==> config.mk <==
export PLATFORM = sky130hd
export DESIGN_NAME = vga_fb_arbiter
export DESIGN_NICKNAME = d
export VERILOG_FILES = /design/src/rtl/vga_fb_arbiter.sv
export SDC_FILE = /design/constraint.sdc
export NUM_CORES = 1
export LEC_CHECK = 0
export ABC_AREA = 1
export CAP_MARGIN = 10
export CORE_MARGIN = 2
export CORE_UTILIZATION = 48
export CTS_CLUSTER_DIAMETER = 50
export DETAILED_ROUTE_END_ITERATION = 7
export GPL_TIMING_DRIVEN = 0
export PLACE_DENSITY = 0.81
export SYNTH_ARGS = -nofsm -noshare
export SYNTH_HDL_FRONTEND = slang
export SYNTH_SLANG_ARGS = --single-unit
==> constraint.sdc <==
create_clock -name clk -period 7.31 [get_ports clk]
set_clock_uncertainty 0.05 [all_clocks]
set_input_delay 2.193 -clock clk [delete_from_list [all_inputs] [get_ports clk]]
set_output_delay 2.193 -clock clk [all_outputs]
set_load 0.01 [all_outputs]
==> src/rtl/vga_fb_arbiter.sv <==
// vga_fb_arbiter: single-port framebuffer sharing between VGA scanout,
// the matrix-result writer and a built-in clear engine. Scanout owns
// every active pixel-enable cycle; writer/clear use the remaining cycles.
module vga_fb_arbiter #(
    parameter int          H_START     = 144,
    parameter int          H_ACTIVE    = 640,
    parameter int          V_START     = 35,
    parameter int          V_ACTIVE    = 480,
    parameter int          SCALE_SHIFT = 3,
    parameter int          FB_W        = 80,
    parameter int          FB_H        = 60,
    parameter int          ADDR_W      = 13,
    parameter logic [11:0] CLEAR_VALUE = 12'h000
) (
    input  logic              clk,
    input  logic              reset,
    input  logic              clk_en,
    input  logic [10:0]       h_count,
    input  logic [10:0]       v_count,
    input  logic              wr_valid,
    output logic              wr_ready,
    input  logic [ADDR_W-1:0] wr_addr,
    input  logic [11:0]       wr_data,
    output logic              wr_oob,
    input  logic              clear_req,
    output logic              clear_busy,
    output logic              clear_done,
    output logic              ram_en,
    output logic              ram_we,
    output logic [ADDR_W-1:0] ram_addr,
    output logic [11:0]       ram_wdata,
    input  logic [11:0]       ram_rdata,
    output logic              de,
    output logic [3:0]        vga_r,
    output logic [3:0]        vga_g,
    output logic [3:0]        vga_b
);
    localparam logic [ADDR_W-1:0] FB_SIZE = ADDR_W'(FB_W * FB_H);
    localparam logic [ADDR_W-1:0] FB_LAST = ADDR_W'(FB_W * FB_H - 1);

    typedef enum logic {IDLE, CLEAR} state_t;

    state_t            state, state_nxt;
    logic [ADDR_W-1:0] clr_cnt, clr_cnt_nxt;
    logic [ADDR_W-1:0] addr_q;
    logic [11:0]       wdata_q;
    logic              rd_pend, ce_d;
    logic              active, disp_slot;
    logic              wr_fire, wr_in_range, clr_last;
    logic [10:0]       h_rel, v_rel;
    logic [ADDR_W-1:0] disp_addr;

    assign active = (h_count >= 11'(H_START)) && (h_count < 11'(H_START + H_ACTIVE)) &&
                    (v_count >= 11'(V_START)) && (v_count < 11'(V_START + V_ACTIVE));
    assign disp_slot = clk_en && active;

    // Framebuffer word covering the current pixel block.
    assign h_rel = h_count - 11'(H_START);
    assign v_rel = v_count - 11'(V_START);
    assign disp_addr = ADDR_W'(v_rel >> SCALE_SHIFT) * ADDR_W'(FB_W) +
                       ADDR_W'(h_rel >> SCALE_SHIFT);

    assign wr_in_range = (wr_addr < FB_SIZE);
    assign clear_busy  = (state == CLEAR);

    // Port arbitration and FSM next state; addr/wdata hold when the port is idle.
    always_comb begin
        state_nxt   = state;
        clr_cnt_nxt = clr_cnt;
        wr_ready    = 1'b0;
        wr_fire     = 1'b0;
        clr_last    = 1'b0;
        ram_en      = 1'b0;
        ram_we      = 1'b0;
        ram_addr    = addr_q;
        ram_wdata   = wdata_q;
        if (!reset) begin
            if (disp_slot) begin
                ram_en   = 1'b1;
                ram_addr = disp_addr;
            end
            case (state)
                IDLE: begin
                    // A clear request steals the cycle from the writer.
                    wr_ready = !disp_slot && !clear_req;
                    wr_fire  = wr_valid && wr_ready;
                    if (wr_fire && wr_in_range) begin
                        ram_en    = 1'b1;
                        ram_we    = 1'b1;
                        ram_addr  = wr_addr;
                        ram_wdata = wr_data;
                    end
                    if (clear_req) begin
                        state_nxt   = CLEAR;
                        clr_cnt_nxt = '0;
                    end
                end
                CLEAR: begin
                    if (!disp_slot) begin
                        ram_en      = 1'b1;
                        ram_we      = 1'b1;
                        ram_addr    = clr_cnt;
                        ram_wdata   = CLEAR_VALUE;
                        clr_cnt_nxt = clr_cnt + 1'b1;
                        if (clr_cnt == FB_LAST) begin
                            clr_last  = 1'b1;
                            state_nxt = IDLE;
                        end
                    end
                end
                default: state_nxt = IDLE;
            endcase
        end
    end

    // FSM state, clear counter, held RAM address/data and status pulses.
    always_ff @(posedge clk) begin
        if (reset) begin
            state      <= IDLE;
            clr_cnt    <= '0;
            addr_q     <= '0;
            wdata_q    <= '0;
            wr_oob     <= 1'b0;
            clear_done <= 1'b0;
        end else begin
            state      <= state_nxt;
            clr_cnt    <= clr_cnt_nxt;
            addr_q     <= ram_addr;
            wdata_q    <= ram_wdata;
            wr_oob     <= wr_fire && !wr_in_range;
            clear_done <= clr_last;
        end
    end

    // Scanout pipeline: capture RAM data one cycle after the read, on the
    // delayed pixel enable, so colour changes only at pixel boundaries.
    always_ff @(posedge clk) begin
        if (reset) begin
            rd_pend <= 1'b0;
            ce_d    <= 1'b0;
            de      <= 1'b0;
            vga_r   <= 4'h0;
            vga_g   <= 4'h0;
            vga_b   <= 4'h0;
        end else begin
            rd_pend <= disp_slot;
            ce_d    <= clk_en;
            if (ce_d) begin
                de                    <= rd_pend;
                {vga_r, vga_g, vga_b} <= rd_pend ? ram_rdata : 12'h000;
            end
        end
    end
endmodule
# == Word level (Yosys, flattened, before mapping) ==
# Index checks and enable logic that the tools add are counted.
# word_totals
register_bits,56
latchBits,0
ramBits,0
mem_bits_ro,0
inputBits,64
output_inout_bits,44
mem_count,0
# op_classes
addsub,4
n_mul,1
div_mod_pow,0
magnitude_cmp,5
eq_ne,3
n_shift,0
mux,31
n_bitwise,1
reduce_logical,13
# op_table
cell,count
$mux W13,6
$pmux W13 S2,2
$mux W12,4
$pmux W12 S2,1
$lt A11 B10 Y1 const B,2
$mux W1,15
$add A13 B1 Y13 const B,1
$add A13 B8 Y13,1
$eq A13 B13 Y1 const B,1
$lt A13 B13 Y1 const B,1
$ge A11 B6 Y1 const B,1
$ge A11 B8 Y1 const B,1
$sub A11 B6 Y11 const B,1
$sub A11 B8 Y11 const B,1
$mul A8 B3 Y9 const B,1
$logic_and A1 B1 Y1,8
$pmux W1 S2,3
$ne A2 B2 Y1 const B,2
$logic_not A1 Y1,3
$reduce_or A3 Y1,1
$reduce_and A2 Y1,1
$not A1 Y1,1

# == Depth between registers and ports, before layout ==
# logic_depth
word_depth,12
depth_mapped,25
ltp_nobuf,25

# == Least setup slack after synthesis ==
# OpenSTA, ideal clock, no wires.
# synth_path
path_type,input to output
startpoint,input v_count[3]
endpoint,output ram_addr[11]
t_arrival_ps,4694
required_ps,5067
path_slack_ps,373
path_stages,23
path_cell_list,nor2_1 > nand3_1 > nand2_1 > inv_1 > nand2_1 > nand2_1 > ha_1 > ha_1 > fa_1 > nand2_1 > inv_1 > nand4_1 > nand3_1 > nand2_1 > nor2_1 > nor2_1 > nor2_1 > nand2_1 > nand2_1 > nand2_1 > nand3_1 > nand2_1 > nand2_1
# synth_between
elab_chain_cells,11
# synth_rtl
item,line_no,source
from (decl),19,"input logic [10:0] v_count,"
branches (longest 9 deep; another with $add A13 B8 Y13),--,
$pmux W13 S2 (*),82,case (state)
$mux W13 (*),77,if (!reset) begin
to (decl),30,"output logic [ADDR_W-1:0] ram_addr,"
# Every way passes the cells marked *.

# == Final worst setup path ==
# layout_path
startpoint,input v_count[1]
endpoint,output ram_addr[12]
# Same word-level chain as after synthesis.

==> qor.txt <==
Worst-Skew Late Latency = 320 ps
Worst slack, placed = -996 ps
Final #Nets = 834
Drt drc = 0
Area of the die = 8520 sq um
Initial antenna violation count = 0
Pwr per Cell Area = 147 nW/um^2
Setup CP Type = input port to output pin
Number of placement rows = 32
Max transition margin = 0.621
CP Max Fanout = 3
Root Driver = clkbuf_8
CP most frequent cell = nand2_1
Dominant cells by area after synthesis = dfxtp_1 30%, nand2_1 18%, nand3_1 7.8%
Post-route cell area = 5710 sq um
Post-route setup TNS = -54.7 ps
WL/cell = 15.3 um
Dpl hpwl = 8670 um
Syn_area_per_cell = 6.36 sq um
Library cells used by synthesis = 36
Post-synth ARST share = 0
Tot GR Track Use = 0.297
Die span in x = 92.3 um
Max-cap violation count = 0
CP Capture Type = output pin
Hold buffer count at cts = 0
Total number of vias = 4574
TritonCTS Buffers = 5
Bufs and invs on worst path = 4
First-pass GRT wire length = 20500 um
Setup violators final = 1
Yosys top cell by area = dfxtp_1
Syn Inst Count = 589
Post-Syn Area = 3740 sq um
CP required = 5070 ps
Detailed Route Iter0 Violations = 346
Switching share of power = 0.345
Placed cell count = 797
Drt first pass iters = 7
Cell leakage power = 2.59 nW
Sequential fraction of the synthesis area = 0.299
CTS Sinks = 56
Worst-Margin Slew = 569 ps
H-tree depth = 2
Final wirelength = 13000 um
CP max-delay cell = fa_2
YS warnings = 0
Worst VDD drop = 0.129 mV
Internal power = 0.551 mW
Non-filler cells, final = 852
# IOs = 108
Switch Pwr = 0.290 mW
Proportion of layout cells with a drive suffix above 1 = 0.199
CTS tree = built
Max stage delay on crit path = 590 ps
Sequence of cells on the critical path = buf_2 -> nand2_4 -> nand2_2 -> or2_4 -> nand2_4 -> nand2_4 -> ha_4 -> ha_4 -> fa_2 -> buf_6 -> buf_6 -> nand3_4 -> nor2_4 -> nand2_1 -> nand2_1 -> nand2_1 -> nand2_1 -> nand3_2 -> nand2_1 -> nand2_1 -> nand2_1 -> nand2_1 -> nand2_1 -> buf_2
Synthesized flop and latch total = 56
IO Port Bufs = 106
Initial Utilization = 0.490
Period utilization = 1.01
Most common cell after layout, fill and taps aside = nand2_1
Antenna Nets Post-Route = 0
Clk pin slew, worst setup/hold paths = 100 ps
Status = finished with violations
Syn_nets = 673
Sequential share of power = 0.380
Layout Area Growth over Synthesis = 52.5%
EDFF count, synth = 0
Min cycle time layout = 7360 ps
Worst EP arrival = 5120 ps
Diodes inserted = 0
Max-slew violations = 0
Top FF cell, synth = dfxtp_1
Gr ovfl total = 0
Clock network fraction of design power = 0.203
DP Area = 4930 sq um
GP Congestion = 0.938
Most frequent cells in the layout = 162 x nand2_1, 87 x clkdlybuf4s50_1, 56 x inv_1, 56 x dfxtp_1, 52 x nand3_1
Top-area cell type share of the netlist area = 0.299
Worst setup SP type = input port
RSZ-0062 raised after global routing = true
Path category of the worst min-delay check = flop to flop
Core region area = 7650 sq um
Failing checks = negative setup slack
Hold Fails Final Rpt = 0
Final WS setup = -54.7 ps
Die Height = 92.3 um
Pin count of the biggest net entering global routing = 17
Max Clock Freq = 136 MHz
Clk buf depth = 2
Via-to-Cell Ratio = 5.37
Vias in the first global route = 4335
Gate power share = 0.418
CP delay by family, top = simple AND/OR/NAND/NOR gates
per-stage QoR:
step           total power, mW  hold slack [ps]  utilization
2_1_floorplan            0.468              402            -
3_3_place_gp             0.558              402        0.645
3_5_place_dp             0.564              405        0.645
4_1_cts                  0.783              420        0.715
5_1_grt                  0.888              436        0.746
6_report                 0.841              418        0.746
what timing repair did:
item | CTS | global route
gates cloned | 0 | 0
endpoints found under the setup margin | 6 | 25
resized for setup | 77 | 49
pin swaps | 33 | 41
buffers inserted | 34 | 14
final timing paths:
check	startpoint	end	slack (ps)	cells after the start
setup / recovery	v_count[1]	ram_addr[12]	-50	24
hold / removal	vga_r[1]$_SDFFE_PP0P_	vga_r[1]$_SDFFE_PP0P_	420	2
setup reg to reg	clear_busy$_SDFF_PP0_	addr_q[11]$_SDFF_PP0_	3270	27
hold reg to reg	vga_r[1]$_SDFFE_PP0P_	vga_r[1]$_SDFFE_PP0P_	420	2
synth_stat cells (5+ instances only):
cell type / instances
clkbuf_1: 12
o21ai_0: 24
xor2_1: 10
o21ai_1: 14
dfxtp_1: 56
ha_1: 18
nand2_1: 183
inv_1: 62
nand3_1: 58
nor2_1: 57
nand3b_1: 5
a21oi_1: 30
nand4_1: 8
o211ai_1: 5
nor3_1: 5
layout make-up:
class	count	area (sq um)
multi-input cells	447	2600
fillers	584	1940
repair buffers	154	1430
flip-flops and latches	56	1120
inverters	66	250
well taps	102	128
plain buffers	20	98.8
clock buffers	5	68.8
clock inverters	2	12.5
flip-flops by register name (all words and copies together), names as in the netlist:
name / count
addr_q: 13
ce_d: 1
clear_busy: 1
clear_done: 1
clr_cnt: 13
de: 1
rd_pend: 1
vga_b: 4
vga_g: 4
vga_r: 4
wdata_q: 12
wr_oob: 1
per-layer routing:
| metal | routed length (um) | track usage | up-vias |
|---|---|---|---|
| met5 | 0 | 0 | - |
| met4 | 297 | 0.0970 | 0 |
| met3 | 1060 | 0.0480 | 30 |
| met2 | 6340 | 0.509 | 229 |
| met1 | 5320 | 0.380 | 2090 |
| li1 | - | - | 2225 |
power by group through the flow:
stage          Combinational (mW)  Clock, mW  Sequential, mW
5_1_grt                     0.380      0.187           0.321
3_5_place_dp                0.238          0           0.326
2_1_floorplan               0.143          0           0.325
3_3_place_gp                0.233          0           0.326
6_report                    0.351      0.170           0.319
4_1_cts                     0.293      0.171           0.319
worst min-delay path, delay by kind of cell (launching register included):
kind / cells / cell delay, ps
and+or+nand+nor: 1 / 60
AOI/OAI and AO/OA: 1 / 50
DFF: 1 / 320
kinds of logic (layout without fill, tap and decap cells):
kind of cell	after synthesis	count (layout)	share of synthesized area
buffers and inverters	86	247	0.0926
flip-flops	56	56	0.299
adder cells (fa/ha/maj)	20	20	0.0709
XOR/XNOR	12	12	0.0281
AND/OR/NAND/NOR	331	331	0.384
AO/OA/AOI/OAI	84	84	0.125
(Power assumes the default switching activity.)
